[src/rtl/corr_peak_select_if.sv]
// Stream bundle between the 2x2 correlator, the peak selector and the phase/angle stage.
// master drives the correlator samples and threshold; slave is the peak selector.
interface corr_peak_select_if #(
  parameter int DIN_WIDTH = 32,
  parameter int IDX_WIDTH = 6
);
  logic                 sync_in;
  logic                 din_valid;
  logic [DIN_WIDTH-1:0] r11;
  logic [DIN_WIDTH-1:0] r22;
  logic [DIN_WIDTH-1:0] r12_re;
  logic [DIN_WIDTH-1:0] r12_im;
  logic [DIN_WIDTH:0]   thresh;
  logic [IDX_WIDTH-1:0] peak_idx;
  logic [DIN_WIDTH:0]   peak_pow;
  logic [DIN_WIDTH-1:0] peak_re;
  logic [DIN_WIDTH-1:0] peak_im;
  logic                 peak_found;
  logic                 dout_valid;

  modport master (
    output sync_in, din_valid, r11, r22, r12_re, r12_im, thresh,
    input  peak_idx, peak_pow, peak_re, peak_im, peak_found, dout_valid
  );

  modport slave (
    input  sync_in, din_valid, r11, r22, r12_re, r12_im, thresh,
    output peak_idx, peak_pow, peak_re, peak_im, peak_found, dout_valid
  );
endinterface

[src/rtl/corr_peak_select.sv]
// Frame-wise peak search: picks the channel with the largest r11+r22 in each
// frame and reports its index, power and cross-correlation at frame end.
module corr_peak_select #(
  parameter int DIN_WIDTH  = 32,
  parameter int VECTOR_LEN = 64,
  parameter int IDX_WIDTH  = 6
) (
  input  logic               clk,
  input  logic               rst_n,
  corr_peak_select_if.slave  bus
);
  localparam logic [IDX_WIDTH-1:0] LAST_CH = IDX_WIDTH'(VECTOR_LEN - 1);

  logic [IDX_WIDTH-1:0] cnt_reg;

  logic                 s1_valid_reg;
  logic [IDX_WIDTH-1:0] s1_idx_reg;
  logic [DIN_WIDTH:0]   s1_pow_reg;
  logic [DIN_WIDTH-1:0] s1_re_reg;
  logic [DIN_WIDTH-1:0] s1_im_reg;

  logic [IDX_WIDTH-1:0] max_idx_reg;
  logic [DIN_WIDTH:0]   max_pow_reg;
  logic [DIN_WIDTH-1:0] max_re_reg;
  logic [DIN_WIDTH-1:0] max_im_reg;

  logic [IDX_WIDTH-1:0] peak_idx_reg;
  logic [DIN_WIDTH:0]   peak_pow_reg;
  logic [DIN_WIDTH-1:0] peak_re_reg;
  logic [DIN_WIDTH-1:0] peak_im_reg;
  logic                 peak_found_reg;
  logic                 dout_valid_reg;

  logic                 sync_eff;
  logic [IDX_WIDTH-1:0] ch_cur;
  logic                 s2_live;
  logic                 s2_take;
  logic                 frame_end;
  logic [IDX_WIDTH-1:0] sel_idx;
  logic [DIN_WIDTH:0]   sel_pow;
  logic [DIN_WIDTH-1:0] sel_re;
  logic [DIN_WIDTH-1:0] sel_im;

  always_comb begin
    // A sync with the counter at 0 lands on a frame boundary: the channel
    // VECTOR_LEN-1 sample still in S1 must complete its frame normally.
    sync_eff  = bus.sync_in && (cnt_reg != '0);
    ch_cur    = bus.sync_in ? '0 : cnt_reg;
    s2_live   = s1_valid_reg && !sync_eff;
    s2_take   = s2_live && ((s1_idx_reg == '0) || (s1_pow_reg > max_pow_reg));
    frame_end = s2_live && (s1_idx_reg == LAST_CH);
    sel_idx   = s2_take ? s1_idx_reg : max_idx_reg;
    sel_pow   = s2_take ? s1_pow_reg : max_pow_reg;
    sel_re    = s2_take ? s1_re_reg  : max_re_reg;
    sel_im    = s2_take ? s1_im_reg  : max_im_reg;
  end

  always_ff @(posedge clk or negedge rst_n) begin
    if (!rst_n) begin
      cnt_reg        <= '0;
      s1_valid_reg   <= 1'b0;
      s1_idx_reg     <= '0;
      s1_pow_reg     <= '0;
      s1_re_reg      <= '0;
      s1_im_reg      <= '0;
      max_idx_reg    <= '0;
      max_pow_reg    <= '0;
      max_re_reg     <= '0;
      max_im_reg     <= '0;
      peak_idx_reg   <= '0;
      peak_pow_reg   <= '0;
      peak_re_reg    <= '0;
      peak_im_reg    <= '0;
      peak_found_reg <= 1'b0;
      dout_valid_reg <= 1'b0;
    end else begin
      if (bus.din_valid) begin
        cnt_reg <= (ch_cur == LAST_CH) ? '0 : ch_cur + IDX_WIDTH'(1);
      end else if (bus.sync_in) begin
        cnt_reg <= '0;
      end

      s1_valid_reg <= bus.din_valid;
      if (bus.din_valid) begin
        s1_idx_reg <= ch_cur;
        s1_pow_reg <= {1'b0, bus.r11} + {1'b0, bus.r22};
        s1_re_reg  <= bus.r12_re;
        s1_im_reg  <= bus.r12_im;
      end

      if (s2_take) begin
        max_idx_reg <= s1_idx_reg;
        max_pow_reg <= s1_pow_reg;
        max_re_reg  <= s1_re_reg;
        max_im_reg  <= s1_im_reg;
      end

      // The result includes the last channel itself, so take the selected
      // value rather than the running max register.
      dout_valid_reg <= frame_end;
      if (frame_end) begin
        peak_idx_reg   <= sel_idx;
        peak_pow_reg   <= sel_pow;
        peak_re_reg    <= sel_re;
        peak_im_reg    <= sel_im;
        peak_found_reg <= (sel_pow > bus.thresh);
      end
    end
  end

  assign bus.peak_idx   = peak_idx_reg;
  assign bus.peak_pow   = peak_pow_reg;
  assign bus.peak_re    = peak_re_reg;
  assign bus.peak_im    = peak_im_reg;
  assign bus.peak_found = peak_found_reg;
  assign bus.dout_valid = dout_valid_reg;
endmodule

[src/flat_wrapper.sv]
// flat-port wrapper written by rule: the top's interface ports become plain ports
module corr_peak_select_flat 
#(
  parameter int DIN_WIDTH  = 32,
  parameter int VECTOR_LEN = 64,
  parameter int IDX_WIDTH  = 6
)
  (clk, rst_n, bus_sync_in, bus_din_valid, bus_r11, bus_r22, bus_r12_re, bus_r12_im, bus_thresh, bus_peak_idx, bus_peak_pow, bus_peak_re, bus_peak_im, bus_peak_found, bus_dout_valid);
  corr_peak_select_if #(.DIN_WIDTH(DIN_WIDTH), .IDX_WIDTH(IDX_WIDTH)) bus_i ();
  input  logic clk;
  input  logic rst_n;
  input wire logic [$bits(bus_i.sync_in)-1:0] bus_sync_in;
  input wire logic [$bits(bus_i.din_valid)-1:0] bus_din_valid;
  input wire logic [$bits(bus_i.r11)-1:0] bus_r11;
  input wire logic [$bits(bus_i.r22)-1:0] bus_r22;
  input wire logic [$bits(bus_i.r12_re)-1:0] bus_r12_re;
  input wire logic [$bits(bus_i.r12_im)-1:0] bus_r12_im;
  input wire logic [$bits(bus_i.thresh)-1:0] bus_thresh;
  output wire logic [$bits(bus_i.peak_idx)-1:0] bus_peak_idx;
  output wire logic [$bits(bus_i.peak_pow)-1:0] bus_peak_pow;
  output wire logic [$bits(bus_i.peak_re)-1:0] bus_peak_re;
  output wire logic [$bits(bus_i.peak_im)-1:0] bus_peak_im;
  output wire logic [$bits(bus_i.peak_found)-1:0] bus_peak_found;
  output wire logic [$bits(bus_i.dout_valid)-1:0] bus_dout_valid;
  assign bus_i.sync_in = bus_sync_in;
  assign bus_i.din_valid = bus_din_valid;
  assign bus_i.r11 = bus_r11;
  assign bus_i.r22 = bus_r22;
  assign bus_i.r12_re = bus_r12_re;
  assign bus_i.r12_im = bus_r12_im;
  assign bus_i.thresh = bus_thresh;
  assign bus_peak_idx = bus_i.peak_idx;
  assign bus_peak_pow = bus_i.peak_pow;
  assign bus_peak_re = bus_i.peak_re;
  assign bus_peak_im = bus_i.peak_im;
  assign bus_peak_found = bus_i.peak_found;
  assign bus_dout_valid = bus_i.dout_valid;
  corr_peak_select #(.DIN_WIDTH(DIN_WIDTH), .VECTOR_LEN(VECTOR_LEN), .IDX_WIDTH(IDX_WIDTH)) u_core (.clk(clk), .rst_n(rst_n), .bus(bus_i));
endmodule
[config.mk]
export PLATFORM = sky130hd
export DESIGN_NAME = corr_peak_select_flat
export DESIGN_NICKNAME = d
export VERILOG_FILES = /design/src/rtl/corr_peak_select_if.sv /design/src/rtl/corr_peak_select.sv /design/src/flat_wrapper.sv
export SDC_FILE = /design/constraint.sdc
export NUM_CORES = 1
export LEC_CHECK = 0
export BUFFER_PORTS_ARGS = -buffer_cell sky130_fd_sc_hd__buf_4
export CORE_MARGIN = 8
export CORE_UTILIZATION = 45
export DETAILED_ROUTE_END_ITERATION = 16
export PLACE_DENSITY = 0.66
export SLEW_MARGIN = 10
export SYNTH_ARGS = -nofsm -noshare
export SYNTH_HDL_FRONTEND = slang
export SYNTH_SLANG_ARGS = --single-unit
[constraint.sdc]
create_clock -name clk -period 4.4 [get_ports clk]
set_clock_uncertainty 0.05 [all_clocks]
set_input_delay 0.22 -clock clk [delete_from_list [all_inputs] [get_ports clk]]
set_output_delay 0.22 -clock clk [all_outputs]
set_load 0.05 [all_outputs]
# Yosys cells after proc, flatten, opt, wreduce, memory -nomap -nowiden
# Index checks and enable logic that the tools add are counted.
# totals
ff_bits,318
input_bits,165
output_inout_bits,105
word_cells,37
# op_classes
n_addsub,2
order_cmp,2
n_eq_ne,2
muxes,7
reduce_logical,8
# op_table
op,count
$gt A33 B33 Y1,2
$mux W32,2
$add A32 B32 Y33,1
$mux W33,1
$mux W6,4
$eq A6 B6 Y1 const B,2
$add A6 B1 Y6 const B,1
$logic_not A6 Y1,1
$reduce_bool A6 Y1,1
$logic_and A1 B1 Y1,4
$logic_not A1 Y1,1
$logic_or A1 B1 Y1,1

# Depth between registers and ports, before layout
# logic_depth
ltp_word,7
mapped_depth,20
mapped_depth_nobuf,17

# Worst setup path after synthesis
# Ideal clock, no wire load.
# synth_timing
path_kind,register to register
startpoint,register u_core.s1_pow_reg[6]
endpoint,register u_core.peak_found_reg (netlist: u_core.bus.peak_found)
setup_ps,119
arrival_ps,3608
required_time_ps,4231
slack_ps,623
path_stages_with_launch,20
synth_period_minus_slack_ps,3777
path_cell_list,dfrtp_1 > ha_1 > a21o_1 > a21o_1 > a21oi_1 > o21ai_0 > a211o_1 > and2_1 > buf_4 > buf_6 > buf_2 > o21ai_0 > ha_1 > a21o_1 > a21o_1 > a21o_1 > a21o_1 > a211oi_1 > o211ai_1 > and2_1
# synth_via
elab_chain_cells,5
# synth_lines
element,line,rtl
from (decl),corr_peak_select.sv:18,logic [DIN_WIDTH:0] s1_pow_reg;
from (signal assigned),corr_peak_select.sv:86,"s1_pow_reg <= {1'b0, bus.r11} + {1'b0, bus.r22};"
$gt A33 B33 Y1,corr_peak_select.sv:50,s2_take = s2_live && ((s1_idx_reg == '0) || (s1_pow_reg > max_pow_reg));
$logic_or A1 B1 Y1,corr_peak_select.sv:50,
$logic_and A1 B1 Y1,corr_peak_select.sv:50,
$mux W33,corr_peak_select.sv:53,sel_pow = s2_take ? s1_pow_reg : max_pow_reg;
net u_core.sel_pow[10],corr_peak_select.sv:40,logic [DIN_WIDTH:0] sel_pow;
$gt A33 B33 Y1,corr_peak_select.sv:106,peak_found_reg <= (sel_pow > bus.thresh);
to (signal assigned),corr_peak_select.sv:106,
to (decl),corr_peak_select.sv:31,logic peak_found_reg;
# The timed path passes the listed nets, and every way through them passes these cells.
# A chain may end at the register's enable or synchronous reset.

# Worst setup path after layout
# layout_timing
startpoint,register u_core.s1_pow_reg[28]
endpoint,register u_core.peak_found_reg (netlist: u_core.bus.peak_found)
# Same word-level chain as after synthesis.

==> metrics.txt <==
maximum VDD drop roughly 250 uV; fmax 241 MHz; CTS clk-pin slew, worst paths 0.06 ns; DRC violations left 0; Layout Nets 2,116; worst-margin pin slew 1.13 ns; detailed router's first-iteration violation count 947; Bufs and invs on worst path 1; CTS tree done; post-synth cell types 62; RSZ-0062 raised after global routing no; Yosys top cell area share 48.5%; Area growth syn-to-layout 25.9%; Cell Pwr Density 457 nW/um^2; CTS H-Tree Depth 2; hold_ws approximately 0.10 ns; min cycle time layout 4.16 ns; dominant register cell in the synthesized netlist dfrtp_1; crit-path max cell delay 0.42 ns; initial antenna violation count 1; Cells after Synth 1,563; pin count of the biggest net entering global routing 111; clk_lat worst skew 0.50 ns; CP Class reg -> reg; Root Driver clkbuf_16; Setup TNS 0 ns; Starting Density 45.3%; period utilization a little over nine tenths; hpwl dp a little over 30,000 um; Slowest cell on crit path dfrtp_1; clock sink total 318; Core Area 36,300 sq um; most frequent CP cell a21o_1; drt first pass iters 5; synth top area cells dfrtp_1 48%, mux2_2 9.7%, ha_1 7.5%, nand2_1 4.8%, nand4_1 4.7%; Seq/Total Area, Yosys 48.5%; Post-synth EDFFs 0; drt via density roughly 5.7; crit path max fanout 97; Critical Path AT about 4.5 ns; WL/cell roughly 20 um; ys async rst share 100%; CTS buffer count 34; synthesized area 16,400 sq um; Placer Congestion 0.884; grt ovf 0; Die Footprint between 40,000 and 50,000 sq um; Chip Height 207 um; Hold WC Path Type in -> reg; Final setup viols 0; Synth Net Count between 1,500 and 2,000; vias in the first global route roughly 13,000; Antenna Nets Post-Route 0; share of post-route cells with drive strength above 1 a little over a quarter; Ys Warns 0; Post-Syn Area per Cell 10.5 sq um; Leak Pwr 0.00944 uW; Die W 207 um; final WL 45,700 um; post-CTS setup buffers 0; global-route wire length before repair ~71,000 um; Cell Rows 70; Slew Viols, Final 0; Setup crit start kind register; crit end category register; max_cap viols 0; area leader, netlist dfrtp_1; crit-path cells ha_1, nand2_1, o21ai_0, a21oi_1, o2111ai_1, o2111a_4, buf_16, nand3_1, o21ai_0, ha_1, a21o_1, a21o_1, a21o_1, a21o_1, a211oi_1, o211ai_1, and2_1; Max Root-Sink Buffers 3; CP required between 4 and 5 ns; Fin. Hold Viols 0; # IOs between 200 and 300; Slew Limit Headroom 24.8%; Worst path top cell family by delay compound AO/OA/AOI/OAI gates; Synth Register Bits 318; status complete, no violations; Vias 13,400; Tot GR Track Use slightly above 20%; port bufs 269
path summary, 6_finish.rpt:
path | startpoint | to | slack (ns) | depth (start not counted)
worst max-delay path | u_core.s1_pow_reg[28]$_DFFE_PN0P_ | u_core.bus.peak_found$_DFFE_PN0P_ | 0.24 | 17
worst min-delay path | bus_r11[0] | u_core.s1_pow_reg[0]$_DFFE_PN0P_ | 0.10 | 4
min in group asynchronous | rst_n | u_core.bus.peak_re[5]$_DFFE_PN0P_ | 0.28 | 2
worst min register to register | u_core.max_re_reg[24]$_DFF_PN0_ | u_core.max_re_reg[24]$_DFF_PN0_ | 0.44 | 1
max in group asynchronous | rst_n | u_core.max_im_reg[25]$_DFF_PN0_ | 2.72 | 3
worst max register to register | u_core.s1_pow_reg[28]$_DFFE_PN0P_ | u_core.bus.peak_found$_DFFE_PN0P_ | 0.24 | 17
metrics by stage:
| stage | area (sq um) | power (uW) | worst slack, ns | util (%) | instances |
|---|---|---|---|---|---|
| global placement | 18800 | 6320 | 0.335 | 51.9 | 2216 |
| detailed placement | 18800 | 6420 | 0.132 | 51.9 | 2216 |
| global route | 20700 | 9980 | 0.0154 | 57.0 | 2344 |
| finish | 20700 | 9440 | 0.242 | 57.0 | 2344 |
| CTS | 20600 | 9460 | 0.111 | 56.9 | 2342 |
| floorplan | 16400 | 5630 | 0.623 | - | 1563 |
synthesized netlist by cell type, drive strengths merged, types with 3 or more instances:
library cell and n:
o21ai 56, a21o 42, buf 31, or3 4, o2111ai 6, a211o 5
o311ai 32, nor2b 11, dfrtp 318, xor2 6, and3 7, ha 99
and2 4, o211ai 80, a221o 5, o21a 6, clkbuf 76, nor4 4
nand3b 5, o21bai 3, xnor2 13, o32a 3, inv 84, o31ai 5
nand3 42, a21boi 3, nand2b 4, a21oi 47, mux2 156, nor2 27
nand2 209, or4 3, nor3 9, a31oi 6, a211oi 7, nand4 123
final cells by class:
cell class | instances | area (sq um)
tap | 468 | 586
sequential | 318 | 7960
inverter | 85 | 322
multi-input combinational | 1054 | 7720
timing repair buffer | 358 | 2920
antenna | 1 | 2.50
fill | 3059 | 15600
clock inverter | 9 | 151
clock buffer | 51 | 1020
metal layers:
metal	wire [um]	vias to the layer above	GRT usage [%]
met5	0	-	0
met4	1490	0	7.88
met1	20400	6604	28.7
met3	2990	91	3.81
met2	20800	439	32.0
li1	-	6314	-
where the power goes:
group	switching [uW]	total [uW]	internal, uW	leakage, uW
Combinational	1500	2650	1150	0.00484
Sequential	315	3820	3510	0.00403
Clock	1140	2970	1830	0.000571
timing repair:
| action | 4_1_cts | 5_1_grt |
|---|---|---|
| hold buffers | 66 | 0 |
| endpoints found under the setup margin | 0 | 1 |
| endpoints found under the hold margin | 172 | 0 |
| resized for setup | 0 | 4 |
logic make-up after synthesis:
group / Yosys count / share of synthesized area (%)
xor+xnor: 19 / 1.01
mux: 157 / 10.8
buf+inv: 192 / 4.83
fa+ha+maj: 100 / 7.67
compound gates: 319 / 13.7
flops: 318 / 48.5
simple gates: 458 / 13.6
cells in the final DEF, fill, tap and decap left out, types with 4 or more instances in the layout:
master | netlist | layout
o311ai_1 | 12 | 12
mux2_1 | 14 | 14
a21o_1 | 42 | 42
dfrtp_1 | 318 | 318
xnor2_1 | 13 | 13
o31ai_1 | 4 | 4
mux2_2 | 142 | 142
dlygate4sd3_1 | 0 | 66
nand4_1 | 123 | 123
a21oi_1 | 47 | 46
nand2_1 | 209 | 209
inv_1 | 83 | 83
and3_1 | 7 | 7
a211oi_1 | 6 | 6
nand3_1 | 42 | 41
xor2_1 | 6 | 6
o21ai_0 | 55 | 55
nand2b_1 | 4 | 4
a221o_1 | 5 | 5
buf_4 | 8 | 287
clkbuf_16 | 0 | 35
or3_1 | 4 | 4
clkbuf_8 | 0 | 8
a211o_1 | 5 | 4
clkbuf_1 | 76 | 8
ha_1 | 99 | 99
nand3b_1 | 5 | 5
o21a_1 | 6 | 6
nor3_1 | 9 | 9
o311ai_0 | 20 | 20
o2111ai_1 | 6 | 6
o211ai_1 | 80 | 80
nor2_1 | 27 | 27
a31oi_1 | 5 | 5
nor2b_1 | 11 | 11
bufinv_16 | 0 | 4
worst register-to-register path, stage by stage, from the launching register on:
cell	delay [ns]
dfrtp_1	0.42
ha_1	0.34
nand2_1	0.07
o21ai_0	0.24
a21oi_1	0.08
o2111ai_1	0.38
o2111a_4	0.30
buf_16	0.36
nand3_1	0.18
o21ai_0	0.14
ha_1	0.30
a21o_1	0.16
a21o_1	0.17
a21o_1	0.17
a21o_1	0.18
a211oi_1	0.24
o211ai_1	0.12
and2_1	0.15
No activity file was read; power rests on OpenSTA's default activity.
